`src/rtl/pipe_ctrl.sv`:
```
// Central pipeline sequencer: merges load-use stalls, taken-branch flushes and the
// data-memory handshake into per-stage enables, with a memory-wait watchdog and
// saturating performance counters.
module pipe_ctrl #(
    parameter int unsigned MEM_TIMEOUT = 8,
    parameter int unsigned CNT_W       = 16
) (
    input  logic             clk,
    input  logic             rst,
    input  logic             hz_stall,
    input  logic             branch_taken,
    input  logic             mem_access,
    input  logic             dmem_ready,
    output logic             dmem_req,
    output logic             pc_write,
    output logic             if_id_write,
    output logic             id_ex_write,
    output logic             ex_mem_write,
    output logic             if_id_flush,
    output logic             id_ex_flush,
    output logic             mem_wb_bubble,
    output logic             halted,
    output logic [1:0]       state,
    output logic [CNT_W-1:0] stall_cnt,
    output logic [CNT_W-1:0] flush_cnt
);

    localparam logic [1:0] ST_RUN      = 2'd0;
    localparam logic [1:0] ST_MEM_WAIT = 2'd1;
    localparam logic [1:0] ST_HALT     = 2'd2;

    localparam logic [7:0]       TIMEOUT  = 8'(MEM_TIMEOUT);
    localparam logic [CNT_W-1:0] CNT_MAX  = {CNT_W{1'b1}};

    logic [1:0]       state_q, state_d;
    logic [7:0]       wait_q, wait_d;
    logic             halted_q, halted_d;
    logic [CNT_W-1:0] stall_cnt_q, stall_cnt_d;
    logic [CNT_W-1:0] flush_cnt_q, flush_cnt_d;

    logic active;
    logic mem_wait;
    logic do_flush;
    logic do_stall;

    // Priority decode: memory wait > branch flush > load-use stall > normal.
    always_comb begin
        active   = !rst && (state_q == ST_RUN || state_q == ST_MEM_WAIT);
        mem_wait = active && mem_access && !dmem_ready;
        do_flush = active && !mem_wait && branch_taken;
        do_stall = active && !mem_wait && !branch_taken && hz_stall;
    end

    // Zero-latency control outputs; all forced low in reset and HALT.
    always_comb begin
        dmem_req      = active && mem_access;
        pc_write      = active && !mem_wait && !do_stall;
        if_id_write   = active && !mem_wait && !do_stall;
        id_ex_write   = active && !mem_wait;
        ex_mem_write  = active && !mem_wait;
        if_id_flush   = do_flush;
        id_ex_flush   = do_flush || do_stall;
        mem_wb_bubble = mem_wait;
    end

    // Next-state: FSM, watchdog and saturating counters.
    always_comb begin
        state_d     = state_q;
        wait_d      = wait_q;
        halted_d    = halted_q;
        stall_cnt_d = stall_cnt_q;
        flush_cnt_d = flush_cnt_q;

        if (active) begin
            if (!pc_write && stall_cnt_q != CNT_MAX) begin
                stall_cnt_d = stall_cnt_q + 1'b1;
            end
            if (do_flush && flush_cnt_q != CNT_MAX) begin
                flush_cnt_d = flush_cnt_q + 1'b1;
            end
        end

        case (state_q)
            ST_RUN: begin
                if (mem_wait) begin
                    state_d = ST_MEM_WAIT;
                    wait_d  = 8'd1;
                end
            end
            ST_MEM_WAIT: begin
                if (mem_wait) begin
                    wait_d = wait_q + 8'd1;
                    if (wait_q + 8'd1 >= TIMEOUT) begin
                        state_d  = ST_HALT;
                        halted_d = 1'b1;
                    end
                end else begin
                    // Ready arrived or the request was withdrawn.
                    state_d = ST_RUN;
                    wait_d  = 8'd0;
                end
            end
            ST_HALT: begin
                state_d = ST_HALT;
            end
            default: begin
                state_d = ST_HALT;
                halted_d = 1'b1;
            end
        endcase
    end

    // Registered state with synchronous active-high reset.
    always_ff @(posedge clk) begin
        if (rst) begin
            state_q     <= ST_RUN;
            wait_q      <= 8'd0;
            halted_q    <= 1'b0;
            stall_cnt_q <= '0;
            flush_cnt_q <= '0;
        end else begin
            state_q     <= state_d;
            wait_q      <= wait_d;
            halted_q    <= halted_d;
            stall_cnt_q <= stall_cnt_d;
            flush_cnt_q <= flush_cnt_d;
        end
    end

    // Registered status outputs.
    always_comb begin
        state     = state_q;
        halted    = halted_q;
        stall_cnt = stall_cnt_q;
        flush_cnt = flush_cnt_q;
    end

endmodule

```
`config.mk`:
```
export PLATFORM = sky130hd
export DESIGN_NAME = pipe_ctrl
export DESIGN_NICKNAME = d
export VERILOG_FILES = /design/src/rtl/pipe_ctrl.sv
export SDC_FILE = /design/constraint.sdc
export NUM_CORES = 1
export LEC_CHECK = 0
export CORE_AREA = 2 2 68 70
export DETAILED_ROUTE_END_ITERATION = 16
export DIE_AREA = 0 0 70 72
export GPL_TIMING_DRIVEN = 0
export PLACE_DENSITY = 0.8
export SYNTH_ARGS = -nofsm -noshare
export SYNTH_HDL_FRONTEND = slang
export SYNTH_SLANG_ARGS = --single-unit
```
`constraint.sdc`:
```
create_clock -name clk -period 4.6 [get_ports clk]
set_input_delay 0.92 -clock clk [delete_from_list [all_inputs] [get_ports clk]]
set_output_delay 0.92 -clock clk [all_outputs]
set_load 0.005 [all_outputs]
```
==> results.sh, run 1 <==
export IMPL_cts_sinks=43
export IMPL_cap_violations=0
export IMPL_tightestPinTransition_ps=576.1
export IMPL_grt_use_total_pct=20.04
export IMPL_async_reset_ff_share_pct=0
export IMPL_final_nets=323
export IMPL_muxShareOfSynthArea_pct=2.734
export IMPL_drtIter0Drc=154
export IMPL_synth_adder_area_share_pct=1.674
export IMPL_status="complete, no violations"
export IMPL_fin_ws_ps=889.8
export IMPL_first_pass_iters=4
export IMPL_syn2layout_area_growth_pct=28.96
export IMPL_drive_above_1_share_pct=7.937
export IMPL_finalHoldViolCount=0
export IMPL_io_pins=49
export IMPL_hp_class="flip-flop to flip-flop"
export IMPL_cp_common_cell="clkdlybuf4s50_1"
export IMPL_synth_edff_count=0
export IMPL_die_area_sq_mm=0.005040
export IMPL_rr_startpoint="stall_cnt[0]$_SDFFE_PP0P_"
export IMPL_ys_flop_type="dfxtp_1"
export IMPL_slew_headroom_pct=61.30
export IMPL_fin_crit_ps=3710
export IMPL_end_kind="output port"
export IMPL_clk_pin_slew_ps=80
export IMPL_synth_compound_area_share_pct=14.45
export IMPL_path_cells="clkdlybuf4s50_1 -> buf_6 -> nor4b_4 -> nor2_1 -> buf_4 -> clkdlybuf4s50_1"
export IMPL_routedWlPerCell_um=13.77
export IMPL_setup_violations=0
export IMPL_antenna_found_initial=0
export IMPL_syn_area_sq_mm=0.002242
export IMPL_overflow=0
export IMPL_synthCells=259
export IMPL_rsz0062_at_grt="false"
export IMPL_cts_buffers=5
export IMPL_cts_hold_fix_buffers=0
export IMPL_drc=0
export IMPL_crit_arrival_ps=2790
export IMPL_postCtsSetupBuffers=0
export IMPL_fin_skew_ps=10.14
export IMPL_insertion_delay_ps=290
export IMPL_synthXorXnorAreaFrac_pct=7.813
export IMPL_crit_required_ps=3680
export IMPL_r2r_end="stall_cnt[3]$_SDFFE_PP0P_"
export IMPL_n_antenna_cell=0
export IMPL_coreArea_sq_mm=0.004264
export IMPL_finalCritPeriodShare_pct=80.66
export IMPL_grt_max_degree=14
export IMPL_vias=2068
export IMPL_ys_types=50
export IMPL_r2r_slack_ps=2800
export IMPL_cts_tree="done"
export IMPL_max_clock_path_buffers=2
export IMPL_die_height_um=72
export IMPL_critPathSlowestCell="nor4b_4"
export IMPL_ys_ff_latch=43
export IMPL_vias_per_cell=5.635
export IMPL_leakagePower_nw=1.018
export IMPL_critical_path_startpoint="rst"
export IMPL_ys_warn_count=0
export IMPL_final_antenna_net_count=0
export IMPL_initial_core_util_pct=52.58
export IMPL_dp_worst_setup_slack_ps=924.2
export IMPL_cts_resized_gates=0
export IMPL_peakVddDrop_uv=159.3
export IMPL_path_max_fanout=10
export IMPL_slowest_delay_ps=500
export IMPL_fmax_ghz=0.2695
export IMPL_grt_pass1_vias=1816
export IMPL_drv_slew=0
export IMPL_root_buffer="clkbuf_8"
export IMPL_synth_top_family_by_area="simple AND/OR/NAND/NOR gates"
export IMPL_synth_avg_cell_area_sq_um=8.657
export IMPL_r2r_cells=6
export IMPL_crit_path_end="id_ex_write"
export IMPL_grt_pass1_wl_um=8217
export IMPL_h_tree_depth=2
export IMPL_pwr_density_cell_mw_per_mm2=243.0
export IMPL_row_count=24
export IMPL_dp_hpwl_um=3649
export IMPL_portBuffers=48
export IMPL_path_class="input port to output port"
export IMPL_wl_um=5054
export IMPL_start_kind="input port"
export IMPL_die_x_um=70
export IMPL_seq_area_frac_synth_pct=38.39
export IMPL_finalSetupTns_ps=0
export IMPL_yosys_area_share_simple_pct=31.25
export IMPL_gp_congestion=0.8561
export IMPL_syn_nets=268
area by class of cell:
cell class | count | area [sq um]
fill | 357 | 1373
multi-input combinational | 199 | 1299
clock inverter | 1 | 7.507
buffer | 9 | 52.55
timing repair buffer | 48 | 480.5
tap | 52 | 65.06
sequential | 43 | 860.8
clock buffer | 7 | 96.34
inverter | 8 | 30.03
how the worst min path moves through the flow:
stage / start / to / slack, ps / cells after the start
floorplan: flush_cnt[7]$_SDFFE_PP0P_ / flush_cnt[7]$_SDFFE_PP0P_ / 470 / 1
global route: flush_cnt[5]$_SDFFE_PP0P_ / flush_cnt[5]$_SDFFE_PP0P_ / 510 / 1
detailed placement: flush_cnt[5]$_SDFFE_PP0P_ / flush_cnt[5]$_SDFFE_PP0P_ / 480 / 1
global placement: flush_cnt[5]$_SDFFE_PP0P_ / flush_cnt[5]$_SDFFE_PP0P_ / 480 / 1
CTS: flush_cnt[5]$_SDFFE_PP0P_ / flush_cnt[5]$_SDFFE_PP0P_ / 500 / 1
finish: flush_cnt[5]$_SDFFE_PP0P_ / flush_cnt[5]$_SDFFE_PP0P_ / 500 / 1
registers in the layout, indices dropped and copies added (netlist names):
register and flops:
flush_cnt 16, wait_q 8, state 2, stall_cnt 16
halted 1
cell families (layout without fill, tap and decap cells):
family,count (synthesis),in the layout
mux,6,6
simple gates,124,124
buf+inv,17,73
fa+ha+maj,3,3
xor+xnor,20,20
flops,43,43
compound gates,46,46
critical path: cells and delay by family:
| family | cells | cell delay [ps] |
|---|---|---|
| AND/OR/NAND/NOR | 2 | 670 |
| buffers and inverters | 4 | 1200 |
cell usage in the layout (no fill, tap or decap), types with 4 or more instances in the layout:
cell type        Yosys  final
clkbuf_1             5      5
and4_1               4      4
mux2i_1              5      5
nand2_1             13     13
nand4_1              8      8
inv_1                8      8
a21oi_1              9      9
nor4_1               5      5
clkdlybuf4s50_1      0     48
dfxtp_1             43     43
a211oi_1             4      4
nor2_1              33     33
xor2_1               9      9
clkbuf_8             0      7
o21ai_0             11     11
nand3_1             18     18
and3_1              11     11
and2_1               9      9
xnor2_1             11     11
or3_1                4      4
power by group:
| group | internal [W] | switching (W) |
|---|---|---|
| logic | 0.0000274 | 0.0000270 |
| clock network | 0.000137 | 0.000132 |
| registers | 0.000375 | 0.00000464 |
synth_stat cells (2+ instances only):
| cell type | count | area (sq um) |
|---|---|---|
| dfxtp_1 | 43 | 860.8 |
| nor2_1 | 33 | 123.9 |
| nand3_1 | 18 | 90.09 |
| nand2_1 | 13 | 48.80 |
| and3_1 | 11 | 68.82 |
| o21ai_0 | 11 | 55.05 |
| xnor2_1 | 11 | 96.34 |
| a21oi_1 | 9 | 45.04 |
| and2_1 | 9 | 56.30 |
| xor2_1 | 9 | 78.83 |
| inv_1 | 8 | 30.03 |
| nand4_1 | 8 | 50.05 |
| clkbuf_1 | 5 | 18.77 |
| mux2i_1 | 5 | 50.05 |
| nor4_1 | 5 | 31.28 |
| a211oi_1 | 4 | 30.03 |
| and4_1 | 4 | 35.03 |
| or3_1 | 4 | 25.02 |
| a22oi_1 | 3 | 22.52 |
| buf_4 | 3 | 22.52 |
| ha_1 | 3 | 37.54 |
| nand3b_1 | 3 | 22.52 |
| nor2b_1 | 3 | 18.77 |
| a31oi_1 | 2 | 12.51 |
| nor3_1 | 2 | 10.01 |
| nor4b_2 | 2 | 30.03 |
| o2111ai_1 | 2 | 17.52 |
| o21a_1 | 2 | 15.01 |
| o311ai_0 | 2 | 17.52 |
| o41ai_1 | 2 | 17.52 |
per-stage QoR:
stage	power, W	area [sq um]	utilization [%]	hold slack (ps)	instances
finish	0.0007027	2892	67.81	502.7	367
global route	0.0007293	2892	67.81	507.1	367
CTS	0.0007082	2892	67.81	499.4	367
detailed placement	0.0004436	2788	65.38	480.1	359
global placement	0.0004426	2788	65.38	480.2	359
floorplan	0.0004160	2242	-	471.5	259
layer usage:
metal  track usage, %  part of all wire, %  up-vias
li1                 -                    -     1052
met3            4.861                  3.9        6
met2            32.91                   47       42
met1            25.95                   48      968
met5                0                    0        -
met4            7.051                  1.2        0
Note: power is estimated with default switching activity, not from simulation.
==> run 2, diff against run 1 <==
==> config.mk (replaced) <==
export PLATFORM = sky130hd
export DESIGN_NAME = pipe_ctrl
export DESIGN_NICKNAME = d
export VERILOG_FILES = /design/src/rtl/pipe_ctrl.sv
export SDC_FILE = /design/constraint.sdc
export NUM_CORES = 1
export LEC_CHECK = 0
export CORE_AREA = 2 2 70 72
export DETAILED_ROUTE_END_ITERATION = 16
export DIE_AREA = 0 0 72 74
export GPL_TIMING_DRIVEN = 0
export PLACE_DENSITY = 0.76
export SYNTH_ARGS = -nofsm -noshare
export SYNTH_HDL_FRONTEND = slang
export SYNTH_SLANG_ARGS = --single-unit
==> constraint.sdc (replaced) <==
create_clock -name clk -period 3.85 [get_ports clk]
set_input_delay 0.77 -clock clk [delete_from_list [all_inputs] [get_ports clk]]
set_output_delay 0.77 -clock clk [all_outputs]
set_load 0.005 [all_outputs]
==> run 2 against run 1 <==
Net effect:
- global-route usage shrank 0.55 points
- sequential share of layout area is essentially flat
- routed wire length shrank 1.6%
- cell area is essentially flat
- hold slack gained 4.8 ps
- via count shrank 1.5%
- worst setup slack lost 370 ps
- first-iteration DRC count grew 2.6%
- clock power grew 27%
- flip-flop and latch count is the same
- critical path type unchanged
- critical endpoint unchanged
- largest power group unchanged
==> results.sh, run 2 (synthesis results as in run 1) <==
export IMPL_p_int_w=0.0006713
export IMPL_cts_buffers=5
export IMPL_drc=0
export IMPL_portBuffers=48
export IMPL_start_kind="input port"
export IMPL_seq_power_share_pct=52.9
export IMPL_syn2layout_area_growth_pct=29.02
export IMPL_drv_slew=0
export IMPL_p_switching_w=0.0001872
export IMPL_rr_startpoint="stall_cnt[0]$_SDFFE_PP0P_"
export IMPL_dp_hpwl_um=3619
export IMPL_grt_max_degree=13
export IMPL_fmax_ghz=0.3000
export IMPL_peakVddDrop_uv=174.3
export IMPL_cp_common_cell="clkdlybuf4s50_1"
export IMPL_die_x_um=72
export IMPL_crit_required_ps=3080
export IMPL_layout_commonest_cell="clkdlybuf4s50_1"
export IMPL_regArea_sq_um=860.8
export IMPL_whs_ps=507.5
export IMPL_max_clock_path_buffers=2
export IMPL_multi_input_area_sq_mm=0.001299
export IMPL_clockPowerShare_pct=39.6
export IMPL_fin_ws_ps=516.4
export IMPL_hold_path_depth=1
export IMPL_cts_sinks=43
export IMPL_path_class="input port to output port"
export IMPL_r2r_end="stall_cnt[3]$_SDFFE_PP0P_"
export IMPL_root_buffer="clkbuf_8"
export IMPL_first_pass_iters=4
export IMPL_post_route_util_pct=62.91
export IMPL_setup_violations=0
export IMPL_end_kind="output port"
export IMPL_antenna_found_initial=0
export IMPL_finalCritPeriodShare_pct=86.59
export IMPL_path_cells="clkdlybuf4s50_1 -> buf_6 -> nor4b_4 -> nor2_1 -> buf_4 -> clkdlybuf4s50_1"
export IMPL_overflow=0
export IMPL_die_area_sq_mm=0.005328
export IMPL_combPwrFrac_pct=7.5
export IMPL_pwr_density_cell_mw_per_mm2=296.8
export IMPL_slowest_delay_ps=450
export IMPL_dp_worst_setup_slack_ps=501.8
export IMPL_io_pins=49
export IMPL_finalHoldViolCount=0
export IMPL_fillCellCount=414
export IMPL_holdCritStartpoint="stall_cnt[7]$_SDFFE_PP0P_"
export IMPL_most_common_layout_cells="clkdlybuf4s50_1, dfxtp_1, nor2_1"
export IMPL_cts_hold_fix_buffers=0
export IMPL_routedWlPerCell_um=13.52
export IMPL_grt_use_total_pct=19.48
export IMPL_finalSetupTns_ps=0
export IMPL_dp_cells=361
export IMPL_row_count=25
export IMPL_coreArea_sq_mm=0.004598
export IMPL_critPathSlowestCell="nor4b_4"
export IMPL_critPathTopFamily="buffers and inverters"
export IMPL_gp_congestion=0.8087
export IMPL_layout_cells_non_filler=368
export IMPL_drtIter0Drc=158
export IMPL_swShare_pct=21.81
export IMPL_r2r_cells=6
export IMPL_grt_pass1_vias=1828
export IMPL_tightestPinTransition_ps=600.2
export IMPL_crit_buf_inv=4
export IMPL_vias_per_cell=5.533
export IMPL_n_antenna_cell=0
export IMPL_leakagePower_nw=1.019
export IMPL_h_tree_depth=2
export IMPL_hp_class="flip-flop to flip-flop"
export IMPL_postCtsSetupBuffers=0
export IMPL_clk_pin_slew_ps=70
export IMPL_cts_resized_gates=0
export IMPL_final_antenna_net_count=0
export IMPL_holdPathEnd="stall_cnt[7]$_SDFFE_PP0P_"
export IMPL_vias=2036
export IMPL_rsz0062_at_grt="false"
export IMPL_fin_skew_ps=4.593
export IMPL_cts_tree="done"
export IMPL_r2r_slack_ps=2040
export IMPL_fin_crit_ps=3334
export IMPL_wl_um=4975
export IMPL_die_height_um=74
export IMPL_slew_headroom_pct=59.68
export IMPL_path_max_fanout=10
export IMPL_final_nets=323
export IMPL_drive_above_1_share_pct=7.325
export IMPL_cap_violations=0
export IMPL_status="complete, no violations"
export IMPL_crit_arrival_ps=2560
export IMPL_grt_pass1_wl_um=8231
export IMPL_initial_core_util_pct=48.76
export IMPL_insertion_delay_ps=300
[run 2: through the flow]
step	power [W]	instance area, sq um
2_1_floorplan	0.0004970	2242
3_3_place_gp	0.0005287	2790
3_5_place_dp	0.0005293	2790
4_1_cts	0.0008694	2893
5_1_grt	0.0008891	2893
6_report	0.0008585	2893
[run 2: worst max path at each step]
| stage | start | end | slack (ps) | depth (start not counted) |
|---|---|---|---|---|
| 6_report | rst | id_ex_write | 520 | 6 |
| 3_5_place_dp | rst | id_ex_write | 500 | 6 |
| 5_1_grt | rst | id_ex_write | 400 | 6 |
| 3_3_place_gp | rst | id_ex_write | 520 | 6 |
| 2_1_floorplan | rst | id_ex_write | 1500 | 4 |
| 4_1_cts | rst | id_ex_write | 500 | 6 |
[run 2: per-layer routing]
layer  GRT usage [%]  part of all wire (%)
met1           25.21                    47
met3           5.285                   4.0
met2           31.28                    47
met4           7.547                   1.7
met5               0                     0
[run 2: area by class of cell]
type | count | area share [%]
plain buffers | 9 | 1.817
clock buffers | 6 | 2.509
clock inverters | 1 | 1.038
inverters | 8 | 1.038
multi-input cells | 199 | 44.90
flip-flops and latches | 43 | 29.76
well taps | 54 | 2.336
repair buffers | 48 | 16.61
[run 2: power by group through the flow]
| stage | sequential (W) | clock (W) | combinational [W] |
|---|---|---|---|
| floorplan | 0.000464 | 0 | 0.0000332 |
| global placement | 0.000464 | 0 | 0.0000645 |
| detailed placement | 0.000464 | 0 | 0.0000651 |
| CTS | 0.000454 | 0.000350 | 0.0000657 |
| global route | 0.000454 | 0.000364 | 0.0000707 |
| finish | 0.000454 | 0.000340 | 0.0000646 |
